## src/rtl/img_ctrl_pkg.sv

```systemverilog
`default_nettype none
// ============================================================================
// Module      : img_ctrl_pkg
// Description : Shared types and constants for the image coprocessor sequencer.
// Revision    : 1.0 - initial release
// ============================================================================
package img_ctrl_pkg;

    typedef enum logic [2:0] {
        S_IDLE     = 3'd0,
        S_DMA_WAIT = 3'd1,
        S_DMA_RUN  = 3'd2,
        S_FILTER   = 3'd3,
        S_DRAIN    = 3'd4,
        S_DONE     = 3'd5
    } state_t;

    localparam logic [2:0] OP_NOP = 3'd0;
    localparam logic [2:0] OP_K1  = 3'd1;
    localparam logic [2:0] OP_K2  = 3'd2;
    localparam logic [2:0] OP_K3  = 3'd3;
    localparam logic [2:0] OP_K4  = 3'd4;
    localparam logic [2:0] OP_K5  = 3'd5;

    localparam int ST_BUSY = 0;
    localparam int ST_DONE = 1;
    localparam int ST_TMO  = 2;
    localparam int ST_ILL  = 3;
    localparam int ST_OVR  = 4;

    function automatic logic op_illegal(input logic [2:0] op);
        return (op > OP_K5);
    endfunction

endpackage
`default_nettype wire

```

## src/rtl/img_coproc_ctrl_if.sv

```systemverilog
`default_nettype none
// ============================================================================
// Module      : img_coproc_ctrl_if
// Description : CPU MMIO, DMA/filter handshake and buffer-ownership bundle.
// Revision    : 1.0 - initial release
// ============================================================================
interface img_coproc_ctrl_if;
    logic       cmd_we;
    logic [7:0] cmd_wdata;
    logic       status_re;
    logic [7:0] status_rdata;
    logic       dma_start;
    logic       dma_rdy;
    logic       dma_done;
    logic       flt_start;
    logic [2:0] flt_op;
    logic       flt_done;
    logic       cpu_buf_req;
    logic       cpu_buf_gnt;
    logic       buf_sel;
    logic       busy;
    logic       irq;

    // master is the sequencer side; slave is the CPU/engine side
    modport master (
        input  cmd_we, cmd_wdata, status_re, dma_rdy, dma_done, flt_done, cpu_buf_req,
        output status_rdata, dma_start, flt_start, flt_op, cpu_buf_gnt, buf_sel, busy, irq
    );

    modport slave (
        output cmd_we, cmd_wdata, status_re, dma_rdy, dma_done, flt_done, cpu_buf_req,
        input  status_rdata, dma_start, flt_start, flt_op, cpu_buf_gnt, buf_sel, busy, irq
    );
endinterface
`default_nettype wire

```

## src/rtl/ctrl_wdog.sv

```systemverilog
`default_nettype none
// ============================================================================
// Module      : ctrl_wdog
// Description : Saturating watchdog; expired while the counter is all-ones.
// Revision    : 1.0 - initial release
// ============================================================================
module ctrl_wdog #(
    parameter int TIMEOUT_W = 16
) (
    input  wire logic clk,
    input  wire logic rst_n,
    input  wire logic clr,
    input  wire logic en,
    output logic      expired
);

    logic [TIMEOUT_W-1:0] r_cnt;

    assign expired = &r_cnt;

    always_ff @(posedge clk or negedge rst_n) begin
        if (!rst_n) begin
            r_cnt <= '0;
        end else if (clr) begin
            r_cnt <= '0;
        end else if (en && !expired) begin
            r_cnt <= r_cnt + 1'b1;
        end
    end

endmodule
`default_nettype wire

```

## src/rtl/img_coproc_ctrl.sv

```systemverilog
`default_nettype none
// ============================================================================
// Module      : img_coproc_ctrl
// Description : Command sequencer: DMA load, filter run, drain, completion.
// Revision    : 1.0 - initial release
// ============================================================================
module img_coproc_ctrl
    import img_ctrl_pkg::*;
#(
    parameter int TIMEOUT_W = 16,
    parameter int DRAIN_CYC = 2
) (
    input  wire logic          clk,
    input  wire logic          rst_n,
    img_coproc_ctrl_if.master  bus
);

    localparam logic [3:0] C_DRAIN_INIT = 4'(DRAIN_CYC - 1);

    state_t     r_state;
    state_t     w_next;
    logic [2:0] r_op;
    logic       r_irq_en;
    logic [3:0] r_drain;
    logic       r_flt_pend;
    logic       r_done, r_tmo, r_ill, r_ovr;
    logic       w_expired, w_wdog_en, w_wdog_clr;
    logic       w_idle_cmd;
    logic [2:0] w_cmd_op;
    logic [7:0] w_status;
    logic       w_unused;

    assign w_cmd_op   = bus.cmd_wdata[2:0];
    assign w_idle_cmd = (r_state == S_IDLE) && bus.cmd_we;
    assign w_unused   = &{1'b0, bus.cmd_wdata[6:3]};

    assign w_wdog_en  = (r_state inside {S_DMA_WAIT, S_DMA_RUN, S_FILTER});
    assign w_wdog_clr = (w_next != r_state);

    ctrl_wdog #(
        .TIMEOUT_W (TIMEOUT_W)
    ) u_wdog (
        .clk     (clk),
        .rst_n   (rst_n),
        .clr     (w_wdog_clr),
        .en      (w_wdog_en),
        .expired (w_expired)
    );

    // Timeout takes priority over any engine event arriving in the same cycle
    always_comb begin
        w_next = r_state;
        case (r_state)
            S_IDLE: begin
                if (bus.cmd_we) begin
                    if (w_cmd_op == OP_NOP)       w_next = S_DONE;
                    else if (!op_illegal(w_cmd_op)) w_next = S_DMA_WAIT;
                end
            end
            S_DMA_WAIT: begin
                if (w_expired)        w_next = S_IDLE;
                else if (bus.dma_rdy) w_next = S_DMA_RUN;
            end
            S_DMA_RUN: begin
                if (w_expired)         w_next = S_IDLE;
                else if (bus.dma_done) w_next = S_FILTER;
            end
            S_FILTER: begin
                if (w_expired)         w_next = S_IDLE;
                else if (bus.flt_done) w_next = S_DRAIN;
            end
            S_DRAIN: begin
                if (r_drain == 4'd0) w_next = S_DONE;
            end
            S_DONE:  w_next = S_IDLE;
            default: w_next = S_IDLE;
        endcase
    end

    always_ff @(posedge clk or negedge rst_n) begin
        if (!rst_n) begin
            r_state    <= S_IDLE;
            r_op       <= OP_NOP;
            r_irq_en   <= 1'b0;
            r_drain    <= 4'd0;
            r_flt_pend <= 1'b0;
            r_done     <= 1'b0;
            r_tmo      <= 1'b0;
            r_ill      <= 1'b0;
            r_ovr      <= 1'b0;
        end else begin
            r_state    <= w_next;
            r_flt_pend <= (r_state == S_DMA_RUN) && (w_next == S_FILTER);

            if (w_idle_cmd) begin
                r_op     <= w_cmd_op;
                r_irq_en <= bus.cmd_wdata[7];
            end

            if (r_state == S_FILTER)                       r_drain <= C_DRAIN_INIT;
            else if (r_state == S_DRAIN && r_drain != 4'd0) r_drain <= r_drain - 1'b1;

            // Sticky flags: a set in the same cycle as a read-clear wins
            r_done <= (r_state == S_DONE) | (r_done & ~bus.status_re);
            r_tmo  <= (w_expired & w_wdog_en) | (r_tmo & ~bus.status_re);
            r_ill  <= (w_idle_cmd & op_illegal(w_cmd_op)) | (r_ill & ~bus.status_re);
            r_ovr  <= (bus.cmd_we & (r_state != S_IDLE)) | (r_ovr & ~bus.status_re);
        end
    end

    always_comb begin
        w_status          = 8'h00;
        w_status[ST_BUSY] = (r_state != S_IDLE);
        w_status[ST_DONE] = r_done;
        w_status[ST_TMO]  = r_tmo;
        w_status[ST_ILL]  = r_ill;
        w_status[ST_OVR]  = r_ovr;
        w_status[7:5]     = r_op;
    end

    assign bus.status_rdata = w_status;
    assign bus.busy         = (r_state != S_IDLE);
    assign bus.buf_sel      = (r_state inside {S_DMA_WAIT, S_DMA_RUN, S_FILTER, S_DRAIN});
    assign bus.cpu_buf_gnt  = bus.cpu_buf_req & ~bus.buf_sel;
    assign bus.dma_start    = (r_state == S_DMA_WAIT) && (w_next == S_DMA_RUN);
    assign bus.flt_start    = r_flt_pend && (r_state == S_FILTER);
    assign bus.flt_op       = r_op;
    assign bus.irq          = r_irq_en & (r_done | r_tmo | r_ill);

endmodule
`default_nettype wire

```

## src/flat_wrapper.sv

```systemverilog
// flat-port wrapper written by rule: the top's interface ports become plain ports
module img_coproc_ctrl_flat import img_ctrl_pkg::*;
#(
    parameter int TIMEOUT_W = 16,
    parameter int DRAIN_CYC = 2
)
  (clk, rst_n, bus_cmd_we, bus_cmd_wdata, bus_status_re, bus_dma_rdy, bus_dma_done, bus_flt_done, bus_cpu_buf_req, bus_status_rdata, bus_dma_start, bus_flt_start, bus_flt_op, bus_cpu_buf_gnt, bus_buf_sel, bus_busy, bus_irq);
  img_coproc_ctrl_if bus_i ();
  input  wire logic clk;
  input  wire logic rst_n;
  input wire logic [$bits(bus_i.cmd_we)-1:0] bus_cmd_we;
  input wire logic [$bits(bus_i.cmd_wdata)-1:0] bus_cmd_wdata;
  input wire logic [$bits(bus_i.status_re)-1:0] bus_status_re;
  input wire logic [$bits(bus_i.dma_rdy)-1:0] bus_dma_rdy;
  input wire logic [$bits(bus_i.dma_done)-1:0] bus_dma_done;
  input wire logic [$bits(bus_i.flt_done)-1:0] bus_flt_done;
  input wire logic [$bits(bus_i.cpu_buf_req)-1:0] bus_cpu_buf_req;
  output wire logic [$bits(bus_i.status_rdata)-1:0] bus_status_rdata;
  output wire logic [$bits(bus_i.dma_start)-1:0] bus_dma_start;
  output wire logic [$bits(bus_i.flt_start)-1:0] bus_flt_start;
  output wire logic [$bits(bus_i.flt_op)-1:0] bus_flt_op;
  output wire logic [$bits(bus_i.cpu_buf_gnt)-1:0] bus_cpu_buf_gnt;
  output wire logic [$bits(bus_i.buf_sel)-1:0] bus_buf_sel;
  output wire logic [$bits(bus_i.busy)-1:0] bus_busy;
  output wire logic [$bits(bus_i.irq)-1:0] bus_irq;
  assign bus_i.cmd_we = bus_cmd_we;
  assign bus_i.cmd_wdata = bus_cmd_wdata;
  assign bus_i.status_re = bus_status_re;
  assign bus_i.dma_rdy = bus_dma_rdy;
  assign bus_i.dma_done = bus_dma_done;
  assign bus_i.flt_done = bus_flt_done;
  assign bus_i.cpu_buf_req = bus_cpu_buf_req;
  assign bus_status_rdata = bus_i.status_rdata;
  assign bus_dma_start = bus_i.dma_start;
  assign bus_flt_start = bus_i.flt_start;
  assign bus_flt_op = bus_i.flt_op;
  assign bus_cpu_buf_gnt = bus_i.cpu_buf_gnt;
  assign bus_buf_sel = bus_i.buf_sel;
  assign bus_busy = bus_i.busy;
  assign bus_irq = bus_i.irq;
  img_coproc_ctrl #(.TIMEOUT_W(TIMEOUT_W), .DRAIN_CYC(DRAIN_CYC)) u_core (.clk(clk), .rst_n(rst_n), .bus(bus_i));
endmodule
```

## config.mk

```make
export PLATFORM = sky130hd
export DESIGN_NAME = img_coproc_ctrl_flat
export DESIGN_NICKNAME = d
export VERILOG_FILES = /design/src/rtl/img_ctrl_pkg.sv /design/src/rtl/img_coproc_ctrl_if.sv /design/src/rtl/ctrl_wdog.sv /design/src/rtl/img_coproc_ctrl.sv /design/src/flat_wrapper.sv
export SDC_FILE = /design/constraint.sdc
export NUM_CORES = 1
export LEC_CHECK = 0
export ABC_AREA = 1
export CORE_ASPECT_RATIO = 0.5
export CORE_MARGIN = 2
export CORE_UTILIZATION = 47
export CTS_BUF_LIST = sky130_fd_sc_hd__clkbuf_16
export DETAILED_ROUTE_END_ITERATION = 10
export HOLD_SLACK_MARGIN = 0.08
export MAX_ROUTING_LAYER = met4
export PLACE_DENSITY = 0.81
export SLEW_MARGIN = 20
export SYNTH_ARGS = -nofsm -noshare
export SYNTH_HDL_FRONTEND = slang
export SYNTH_SLANG_ARGS = --single-unit
```

## constraint.sdc

```tcl
create_clock -name clk -period 1.5 [get_ports clk]
set_input_delay 0.15 -clock clk [delete_from_list [all_inputs] [get_ports clk]]
set_output_delay 0.15 -clock clk [all_outputs]
set_load 0.02 [all_outputs]
```

==> results of run 1 <==
layout make-up:
type / instances / area (µm²) / share of cell area [%]
Clock buffer: 5 / 125 / 4.42
Clock inverter: 3 / 38.8 / 1.37
Inverter: 40 / 154 / 5.43
Multi-Input combinational cell: 158 / 996 / 35.1
Sequential cell: 32 / 802 / 28.3
Tap cell: 54 / 67.6 / 2.38
Timing Repair Buffer: 78 / 651 / 23.0
sequential cells by signal, indices dropped and copies added, names as in the netlist:
signal and flops:
u_core.bus.flt_op 3, u_core.r_done 1, u_core.r_drain 4, u_core.r_flt_pend 1
u_core.r_ill 1, u_core.r_irq_en 1, u_core.r_ovr 1, u_core.r_state 3
u_core.r_tmo 1, u_core.u_wdog.r_cnt 16
placed cells by master (no fill, tap or decap), types with 2 or more instances in the layout:
master,synthesis,final
sky130_fd_sc_hd__nand3_2,1,3
sky130_fd_sc_hd__nor2_4,3,9
sky130_fd_sc_hd__dfrtp_1,32,31
sky130_fd_sc_hd__xor2_2,0,2
sky130_fd_sc_hd__nand2_1,52,44
sky130_fd_sc_hd__clkbuf_16,0,5
sky130_fd_sc_hd__inv_2,3,4
sky130_fd_sc_hd__o21ai_1,0,3
sky130_fd_sc_hd__o21ai_0,9,6
sky130_fd_sc_hd__a21oi_4,0,2
sky130_fd_sc_hd__buf_6,1,5
sky130_fd_sc_hd__clkdlybuf4s50_1,0,21
sky130_fd_sc_hd__clkbuf_2,0,2
sky130_fd_sc_hd__o21bai_1,3,3
sky130_fd_sc_hd__ha_1,3,2
sky130_fd_sc_hd__nand2_2,7,14
sky130_fd_sc_hd__inv_1,37,36
sky130_fd_sc_hd__xor2_1,8,6
sky130_fd_sc_hd__nor2_2,13,14
sky130_fd_sc_hd__a21oi_2,2,2
sky130_fd_sc_hd__buf_4,8,48
sky130_fd_sc_hd__xnor2_1,2,2
sky130_fd_sc_hd__nand4_1,10,10
sky130_fd_sc_hd__nand3_1,11,9
sky130_fd_sc_hd__nand2_4,1,3
sky130_fd_sc_hd__o22ai_1,2,2
sky130_fd_sc_hd__nor2_1,21,14
critical path, delay by kind of cell (launching register included):
family	cells	cell delay, ns
simple gates	9	0.97
flops	1	0.41
buf+inv	3	0.31
per-stage QoR:
stage | power, W | util [%]
after global routing | 0.00523 | 73.3
after global placement | 0.00328 | 64.0
after detailed placement | 0.00338 | 64.0
final | 0.00501 | 73.3
after floorplan | 0.00259 | -
after CTS | 0.00464 | 69.6
how the worst max path moves through the flow:
stage	to	slack (ns)	cells past startpoint
finish	u_core.u_wdog.r_cnt[5]	-0.26	12
global route	u_core.u_wdog.r_cnt[15]	-0.32	12
CTS	u_core.u_wdog.r_cnt[15]	-0.19	11
detailed placement	bus_dma_start	-0.27	7
global placement	bus_dma_start	-0.24	7
floorplan	u_core.u_wdog.r_cnt[2]	-0.09	10
power by group through the flow:
stage	combinational (W)	clock [W]	sequential (W)
2_1_floorplan	0.00139	0	0.00120
3_3_place_gp	0.00212	0	0.00116
3_5_place_dp	0.00220	0	0.00118
4_1_cts	0.00231	0.00116	0.00116
5_1_grt	0.00283	0.00120	0.00120
6_report	0.00267	0.00117	0.00117
routing by layer:
| metal | part of all wire [%] | vias up |
|---|---|---|
| li1 | - | 889 |
| met3 | 5.0 | 14 |
| met2 | 54 | 72 |
| met1 | 39 | 949 |
| met4 | 2.1 | 0 |
| met5 | 0 | - |
what timing repair did:
item / CTS / global route
pin swaps: 9 / 16
resized for setup: 25 / 44
gates cloned: 1 / 0
buffers inserted: 3 / 5
endpoints found under the setup margin: 27 / 31
kinds of logic (layout without fill, tap and decap cells):
group | Yosys count | in the layout | share of synthesized area (%)
xor gates and xnor gates | 10 | 10 | 4.66
DFF | 32 | 32 | 42.6
AOI/OAI and AO/OA | 21 | 21 | 6.80
buffers and inverters | 51 | 126 | 12.3
adders and majority gates | 3 | 3 | 2.00
and+or+nand+nor | 123 | 124 | 31.6
==> results.cfg, run 1 <==
[clock_tree]
cts_htree_levels = 2
clock_sink_count = 32
ctsRootBufferMaster = sky130_fd_sc_hd__clkbuf_16
clock_insertion_delay_worst_skew_ns = 0.29
cts_tree = yes
cts_buffer_depth = 2
cts-buffers-inserted = 5
cts-hold-fix-buffers = 0
clock_transition_at_the_registers_of_the_reported_paths_ns = 0.06

[pwr]
pwr-share-clk_pct = 23.3
combPwrFrac_pct = 53.3
switching_power_w = 0.00214
leakagePower_nw = 1.35
p_seq_share_pct = 23.5
internal_power_w = 0.00286
power_switching_share_pct = 42.8
max-vdd-ir-drop_v = 0.000701
powerDensity_mw_per_mm2 = 1770

[route]
num_vias = 1924
detail_route.drc_violations = 0
drt-vias-per-instance = 5.20
routed_wl_um = 5840
wl_per_cell_um = 15.8
drt_pass1_iterations = 4
iteration_0_drc_markers = 122
postRouteAntennaNets = 0

[sta]
min_period_ns = 1.76
hold_slack_ns = 0.269
max_slew_margin_pct = 72.2
setup_viol = 20
finalHoldViolCount = 0
final-max-slew-violation-count = 0
setup_total_negative_slack_ns = -3.98
actual_slew_at_the_worst_max_slew_pin_ns = 0.418
finalCritPeriodShare_pct = 117
maxClockFrequency_ghz = 0.569
finClkSkew_ns = 0.00784
setup_slack_of_the_critical_path_after_layout_ns = -0.258
grt_setup_unrepaired = yes

[synth]
synth_warnings = 0
netlist_area_mm2 = 0.00188
synth_seq_cells = 32
synth-edff-count = 0
synth_cells = 240
synth_nets = 259
synth-seq-area-share_pct = 42.6
ys_top_cells_by_count = sky130_fd_sc_hd__nand2_1, sky130_fd_sc_hd__inv_1, sky130_fd_sc_hd__dfrtp_1
synth_largest_area_cell = sky130_fd_sc_hd__dfrtp_1
post-synth-top-count-cell = sky130_fd_sc_hd__nand2_1
async_flop_share_pct = 100
netlist_top_cells_area = sky130_fd_sc_hd__dfrtp_1, sky130_fd_sc_hd__nand2_1, sky130_fd_sc_hd__inv_1
synth.distinct_cells = 27
avgSynthCellArea_um2 = 7.83
synth_top_flop_cell = sky130_fd_sc_hd__dfrtp_1
synthDominantCellAreaShare_pct = 42.6

[cells_and_area]
fin_area_mm2 = 0.00283
layout.cells.non_filler = 370
antenna-diode-count = 0
area_growth_pct = 50.9
design.final.nets = 334
final.fill_count = 232
layout-drive-gt1-share_pct = 38.3

[setup_path]
crit_path_start_kind = register
timing.reg2reg.worst_path_depth = 12
rrSetupSlack_ns = -0.26
startpoint = u_core.r_state[2]
crit_required_ns = 1.71
rr_endpoint = u_core.u_wdog.r_cnt[5]
critical_path.slowest_cell = sky130_fd_sc_hd__dfrtp_1
critical_path_arrival_ns = 1.97
worstReg2RegStart = u_core.r_state[2]
path_max_fanout = 8
cpPeakStageDelay_ns = 0.41
timing.setup.critical_path_class = register to register
worst_setup_path_end_kind = register
crit_path_cell_chain = inv_2 > nand2_1 > inv_2 > buf_4 > nand2_1 > nand2_1 > nand3_2 > nand2_2 > nand2_2 > nand2_2 > nand2_4 > nor2_2

[global_routing]
grt_use_total_pct = 25.2
maximum_number_of_pins_on_one_net_before_global_route_repair = 33
global_route.usage.met3_pct = 6.70
antenna_found_initial = 0
first_global_vias = 1938
globalRoute.totalOverflow = 0
met2_usage_pct = 45.0
grt_first_pass_wirelength_um = 8540
grtUsageMet1_pct = 26.8
most_used_routing_layer = met2

[die]
die_width_um = 93.4
effective_utilization_at_floorplan_pct = 48.6
rows = 16
dieArea_mm2 = 0.00455
io_pins = 33
core_area_mm2 = 0.00386
floorplan.die.height_um = 48.7

[placed_design]
number_of_buffer_cells_added_on_primary_ports = 28
placedInstanceArea_mm2 = 0.00247
routabilityCongestion = 0.864
place_inst = 353
post-place-ws_ns = -0.267
dp.final_hpwl_um = 3380

[min_path]
hold_class = primary input to async pin

[status]
status = complete, but fails checks
violations = negative setup slack

[run]
timing.max_cap.violations = 0
Power figures use the tool's default switching activity.
==> run 2: changes to the inputs <==
--- a/config.mk
+++ b/config.mk
@@ -7,7 +7,7 @@
 export LEC_CHECK = 0
 export ABC_AREA = 1
 export CORE_ASPECT_RATIO = 0.5
-export CORE_MARGIN = 2
+export CORE_MARGIN = 5
 export CORE_UTILIZATION = 47
 export CTS_BUF_LIST = sky130_fd_sc_hd__clkbuf_16
 export DETAILED_ROUTE_END_ITERATION = 10
==> results.cfg, run 2 (same netlist as run 1, synthesis figures left out) <==
[sta]
finClkSkew_ns = 0.00901
grt_setup_unrepaired = yes
maxClockFrequency_ghz = 0.529
actual_slew_at_the_worst_max_slew_pin_ns = 0.425
min_period_ns = 1.89
max_slew_margin_pct = 71.7
setup_viol = 26
setup_slack_of_the_critical_path_after_layout_ns = -0.391
final-max-slew-violation-count = 0
finalCritPeriodShare_pct = 126
finalHoldViolCount = 0

[setup_path]
path_max_fanout = 5
critical_path.slowest_cell = sky130_fd_sc_hd__dfrtp_1
crit_path_start_kind = register
critPathBufInv = 2
rrSetupSlack_ns = -0.39
startpoint = u_core.u_wdog.r_cnt[13]
critical_path_arrival_ns = 2.05
crit_required_ns = 1.66
timing.setup.critical_path_class = register to register
worst_setup_path_end_kind = register
cpPeakStageDelay_ns = 0.34
crit_path_cell_chain = nand2_1 > nor2_1 > nand2_1 > nor2_4 > buf_6 > nor2_4 > buf_4 > nand2_1 > xor2_1 > nor2_4
critPathTopFamily = simple AND/OR/NAND/NOR gates
worstReg2RegStart = u_core.u_wdog.r_cnt[13]

[die]
dieArea_mm2 = 0.00544
floorplan.die.height_um = 54.7
io_pins = 33
rows = 16
core_area_mm2 = 0.00388
effective_utilization_at_floorplan_pct = 48.4
die_width_um = 99.4

[cells_and_area]
reg.largest.list = u_core.u_wdog.r_cnt x16, u_core.r_drain x4
antenna-diode-count = 0
area_growth_pct = 52.3
design.final.nets = 335
registers.top_by_ff_count = u_core.u_wdog.r_cnt
largest_register_ff_count = 16
layout-drive-gt1-share_pct = 34.1
utilization_pct = 73.6
mostFrequentLayoutCells = sky130_fd_sc_hd__buf_4, sky130_fd_sc_hd__nand2_1, sky130_fd_sc_hd__inv_1
final.fill_count = 217
mostFrequentLayoutCell = sky130_fd_sc_hd__buf_4

[min_path]
hold_class = primary input to async pin

[status]
status = complete, but fails checks
violations = negative setup slack

[clock_tree]
ctsRootBufferMaster = sky130_fd_sc_hd__clkbuf_16
cts-hold-fix-buffers = 0
cts-buffers-inserted = 5
cts_tree = yes
clock_sink_count = 32
cts_buffer_depth = 2
clock_transition_at_the_registers_of_the_reported_paths_ns = 0.05
cts_htree_levels = 2
clock_insertion_delay_worst_skew_ns = 0.28

[route]
drt-vias-per-instance = 5.52
wl_per_cell_um = 16.4
postRouteAntennaNets = 0
iteration_0_drc_markers = 180
routed_wl_um = 6080
num_vias = 2047
drt_pass1_iterations = 5
detail_route.drc_violations = 0

[pwr]
p_seq_share_pct = 23.8
internal_power_w = 0.00276
powerDensity_mw_per_mm2 = 1730
switching_power_w = 0.00219
combPwrFrac_pct = 56.8
fin_total_pwr_w = 0.00495
power_switching_share_pct = 44.3
max-vdd-ir-drop_v = 0.000805
leakagePower_nw = 1.37
pwr-share-clk_pct = 19.4

[global_routing]
maximum_number_of_pins_on_one_net_before_global_route_repair = 33
grt_use_total_pct = 22.8
antenna_found_initial = 0
grt_first_pass_wirelength_um = 9120
first_global_vias = 1946
globalRoute.totalOverflow = 0

[placed_design]
post-place-ws_ns = -0.291
routabilityCongestion = 0.848
number_of_buffer_cells_added_on_primary_ports = 28
dp.final_hpwl_um = 3260

[run]
timing.max_cap.violations = 0
[run 2: stage by stage]
stage | setup TNS (ns) | instance area (µm²) | cells | hold WS [ns]
floorplan | -0.911 | 1900 | 240 | -0.146
global placement | -3.59 | 2490 | 355 | 0.468
detailed placement | -5.34 | 2490 | 355 | 0.471
CTS | -5.33 | 2760 | 368 | 0.296
global route | -8.99 | 2860 | 371 | 0.342
finish | -6.86 | 2860 | 371 | 0.274
[run 2: per-layer routing]
layer | global-route usage [%] | up-vias | part of all wire [%]
met1 | 24.7 | 979 | 39
met5 | - | - | 0
met2 | 40.0 | 122 | 47
met4 | 12.2 | 0 | 6.0
li1 | - | 902 | -
met3 | 5.85 | 44 | 8.4
[run 2: worst paths after layout]
path                                          end  cells past startpoint
max                        u_core.u_wdog.r_cnt[8]                     10
min                        u_core.u_wdog.r_cnt[0]                      2
max reg2reg                u_core.u_wdog.r_cnt[8]                     10
min reg2reg                     u_core.r_drain[0]                      2
max in group asynchronous       u_core.r_state[1]                      2
min in group clk                u_core.r_flt_pend                      3
[run 2: what timing repair did]
item                                    CTS  global route
pin swaps                                 9             9
resized for setup                        31            23
setup buffers                             4             3
endpoints found under the setup margin   29            33
gates cloned                              1             0
[run 2: final cells by class]
class / instances / area [µm²] / share of cell area, %
clock inverters: 3 / 11.3 / 0.394
inverters: 40 / 150 / 5.25
multi-input cells: 158 / 1010 / 35.5
well taps: 54 / 67.6 / 2.36
repair buffers: 79 / 689 / 24.1
flip-flops and latches: 32 / 802 / 28.0
clock buffers: 5 / 125 / 4.37
[run 2: power groups by stage]
stage / clock, W / combinational [W] / sequential, W
after floorplan: 0 / 0.00139 / 0.00120
after global placement: 0 / 0.00211 / 0.00117
after detailed placement: 0 / 0.00217 / 0.00118
after CTS: 0.000956 / 0.00249 / 0.00117
after global routing: 0.00100 / 0.00299 / 0.00120
final: 0.000959 / 0.00281 / 0.00118
==> run 3: changes to the inputs <==
==> constraint.sdc (replaced) <==
create_clock -name clk -period 1.5 [get_ports clk]
set_input_delay 0.15 -clock clk [delete_from_list [all_inputs] [get_ports clk]]
set_output_delay 0.15 -clock clk [all_outputs]
set_load 0.1 [all_outputs]
==> results.cfg, run 3 (same netlist as run 1, synthesis figures left out) <==
[clock_tree]
cts_tree = yes
clock_sink_count = 32
clock_transition_at_the_registers_of_the_reported_paths_ns = 0.07
cts-buffers-inserted = 5
cts_htree_levels = 2
clock_insertion_delay_worst_skew_ns = 0.29
ctsRootBufferMaster = sky130_fd_sc_hd__clkbuf_16
cts_buffer_depth = 2

[run]
timing.max_cap.violations = 0

[cells_and_area]
mostFrequentLayoutCell = sky130_fd_sc_hd__buf_4
design.final.nets = 358
antenna-diode-count = 0
largest_register_ff_count = 16
layout-drive-gt1-share_pct = 51.8
layout.cells.non_filler = 394
reg.largest.list = u_core.u_wdog.r_cnt x16, u_core.r_drain x4
utilization_pct = 89.6
mostFrequentLayoutCells = sky130_fd_sc_hd__buf_4, sky130_fd_sc_hd__nand2_1, sky130_fd_sc_hd__inv_1
area_growth_pct = 85.3
final.fill_count = 116
registers.top_by_ff_count = u_core.u_wdog.r_cnt

[pwr]
fin_total_pwr_w = 0.00822
powerDensity_mw_per_mm2 = 2360
power_switching_share_pct = 52.9
switching_power_w = 0.00435
max-vdd-ir-drop_v = 0.00139
combPwrFrac_pct = 69.7
pwr-share-clk_pct = 14.6
p_seq_share_pct = 15.7
internal_power_w = 0.00387
leakagePower_nw = 1.64

[setup_path]
critical_path_arrival_ns = 2.26
crit_path_cell_chain = inv_1 > ha_1 > nand2_1 > nor2_1 > a21oi_2 > nand2_2 > nand2_2 > nand2_2 > nand2_4 > nor2_2
crit_path_start_kind = register
path_max_fanout = 8
timing.setup.critical_path_class = register to register
critical_path.slowest_cell = sky130_fd_sc_hd__dfrtp_1
worst_setup_path_end_kind = register
cpPeakStageDelay_ns = 0.41
crit_required_ns = 1.71
critPathMostFrequentCell = sky130_fd_sc_hd__nand2_2

[route]
detail_route.drc_violations = 0
drt_pass1_iterations = 7
num_vias = 2510
iteration_0_drc_markers = 312
drt-vias-per-instance = 6.37
wl_per_cell_um = 26.6
routed_wl_um = 10500
postRouteAntennaNets = 0

[sta]
grt_setup_unrepaired = yes
max_slew_margin_pct = 71.2
setup_total_negative_slack_ns = -11.25
actual_slew_at_the_worst_max_slew_pin_ns = 0.431
setup_slack_of_the_critical_path_after_layout_ns = -0.555
setup_viol = 32
final-max-slew-violation-count = 0
finalCritPeriodShare_pct = 137
finalHoldViolCount = 0
maxClockFrequency_ghz = 0.487
min_period_ns = 2.05
finClkSkew_ns = 0.0140

[placed_design]
routabilityCongestion = 0.826
place_inst = 356
number_of_buffer_cells_added_on_primary_ports = 28
dp.final_hpwl_um = 3760
post-place-ws_ns = -0.215

[global_routing]
antenna_found_initial = 0
first_global_vias = 2394
maximum_number_of_pins_on_one_net_before_global_route_repair = 33
grt_use_total_pct = 33.0
grt_first_pass_wirelength_um = 12800
globalRoute.totalOverflow = 0

[die]
rows = 16
effective_utilization_at_floorplan_pct = 48.4
floorplan.die.height_um = 54.7
die_width_um = 99.4
core_area_mm2 = 0.00388
dieArea_mm2 = 0.00544
io_pins = 33

[status]
status = complete, but fails checks
violations = negative setup slack

[min_path]
hold_class = primary input to async pin
-- run 3: cell count changes in the layout (fill, tap and decap cells not counted), sizes merged --
cell	before	now
buf	53	91
clkdlybuf4s15	2	0
clkinvlp	0	1
inv	42	40
dlygate4sd2	3	0
clkdlybuf4s50	21	11
bufinv	0	1
-- run 3: worst paths after layout --
path                       slack, ns                 endpoint  cells after the start              start
max                            -0.55   u_core.u_wdog.r_cnt[5]                     10  u_core.r_drain[0]
min                             0.26  u_core.u_wdog.r_cnt[14]                      2              rst_n
max reg2reg                    -0.55   u_core.u_wdog.r_cnt[5]                     10  u_core.r_drain[0]
min reg2reg                     0.54        u_core.r_drain[0]                      2  u_core.r_drain[0]
max in group asynchronous       0.92        u_core.r_state[1]                      2              rst_n
min in group clk                0.48          u_core.r_irq_en                      3   bus_cmd_wdata[7]
-- run 3: repair_timing --
item                                    in CTS  in global routing
pin swaps                                   25                 17
hold buffers                                 0                  0
resized for setup                           32                 59
cloned                                       1                  0
setup buffers                               18                 13
endpoints found under the setup margin      24                 34
-- run 3: metal layers --
layer  global-route usage (%)  wire [µm]  up-vias
met4                     26.5       1110        0
met1                     34.1       3510     1133
met3                     6.62       1530      130
li1                         -          -      946
met5                        -          0        -
met2                     57.8       4330      301
-- run 3: cell type report --
type | instances | area (µm²) | share of cell area [%]
Multi-Input combinational cell | 158 | 1210 | 34.8
Timing Repair Buffer | 102 | 1080 | 31.0
Sequential cell | 32 | 802 | 23.0
Inverter | 40 | 156 | 4.49
Clock buffer | 5 | 125 | 3.59
Tap cell | 54 | 67.6 | 1.94
Clock inverter | 3 | 38.8 | 1.11
-- run 3: per-stage QoR --
step                instance area, µm²  hold slack (ns)
global route                      3480            0.319
floorplan                         1960           -0.146
detailed placement                2740            0.470
CTS                               3160            0.287
finish                            3480            0.262
global placement                  2740            0.465
-- run 3: critical path: cells and delay by family, from the launching register on --
family | cells | cell delay (ns)
adders and majority gates | 1 | 0.31
buffers and inverters | 1 | 0.17
AOI/OAI and AO/OA | 1 | 0.08
DFF | 1 | 0.41
and+or+nand+nor | 7 | 0.99
-- run 3: power groups by stage --
stage	sequential (W)	combinational, W	clock [W]
after global placement	0.00123	0.00408	0
after global routing	0.00129	0.00581	0.00122
final	0.00129	0.00573	0.00120
after detailed placement	0.00125	0.00420	0
after floorplan	0.00144	0.00256	0
after CTS	0.00124	0.00468	0.00115
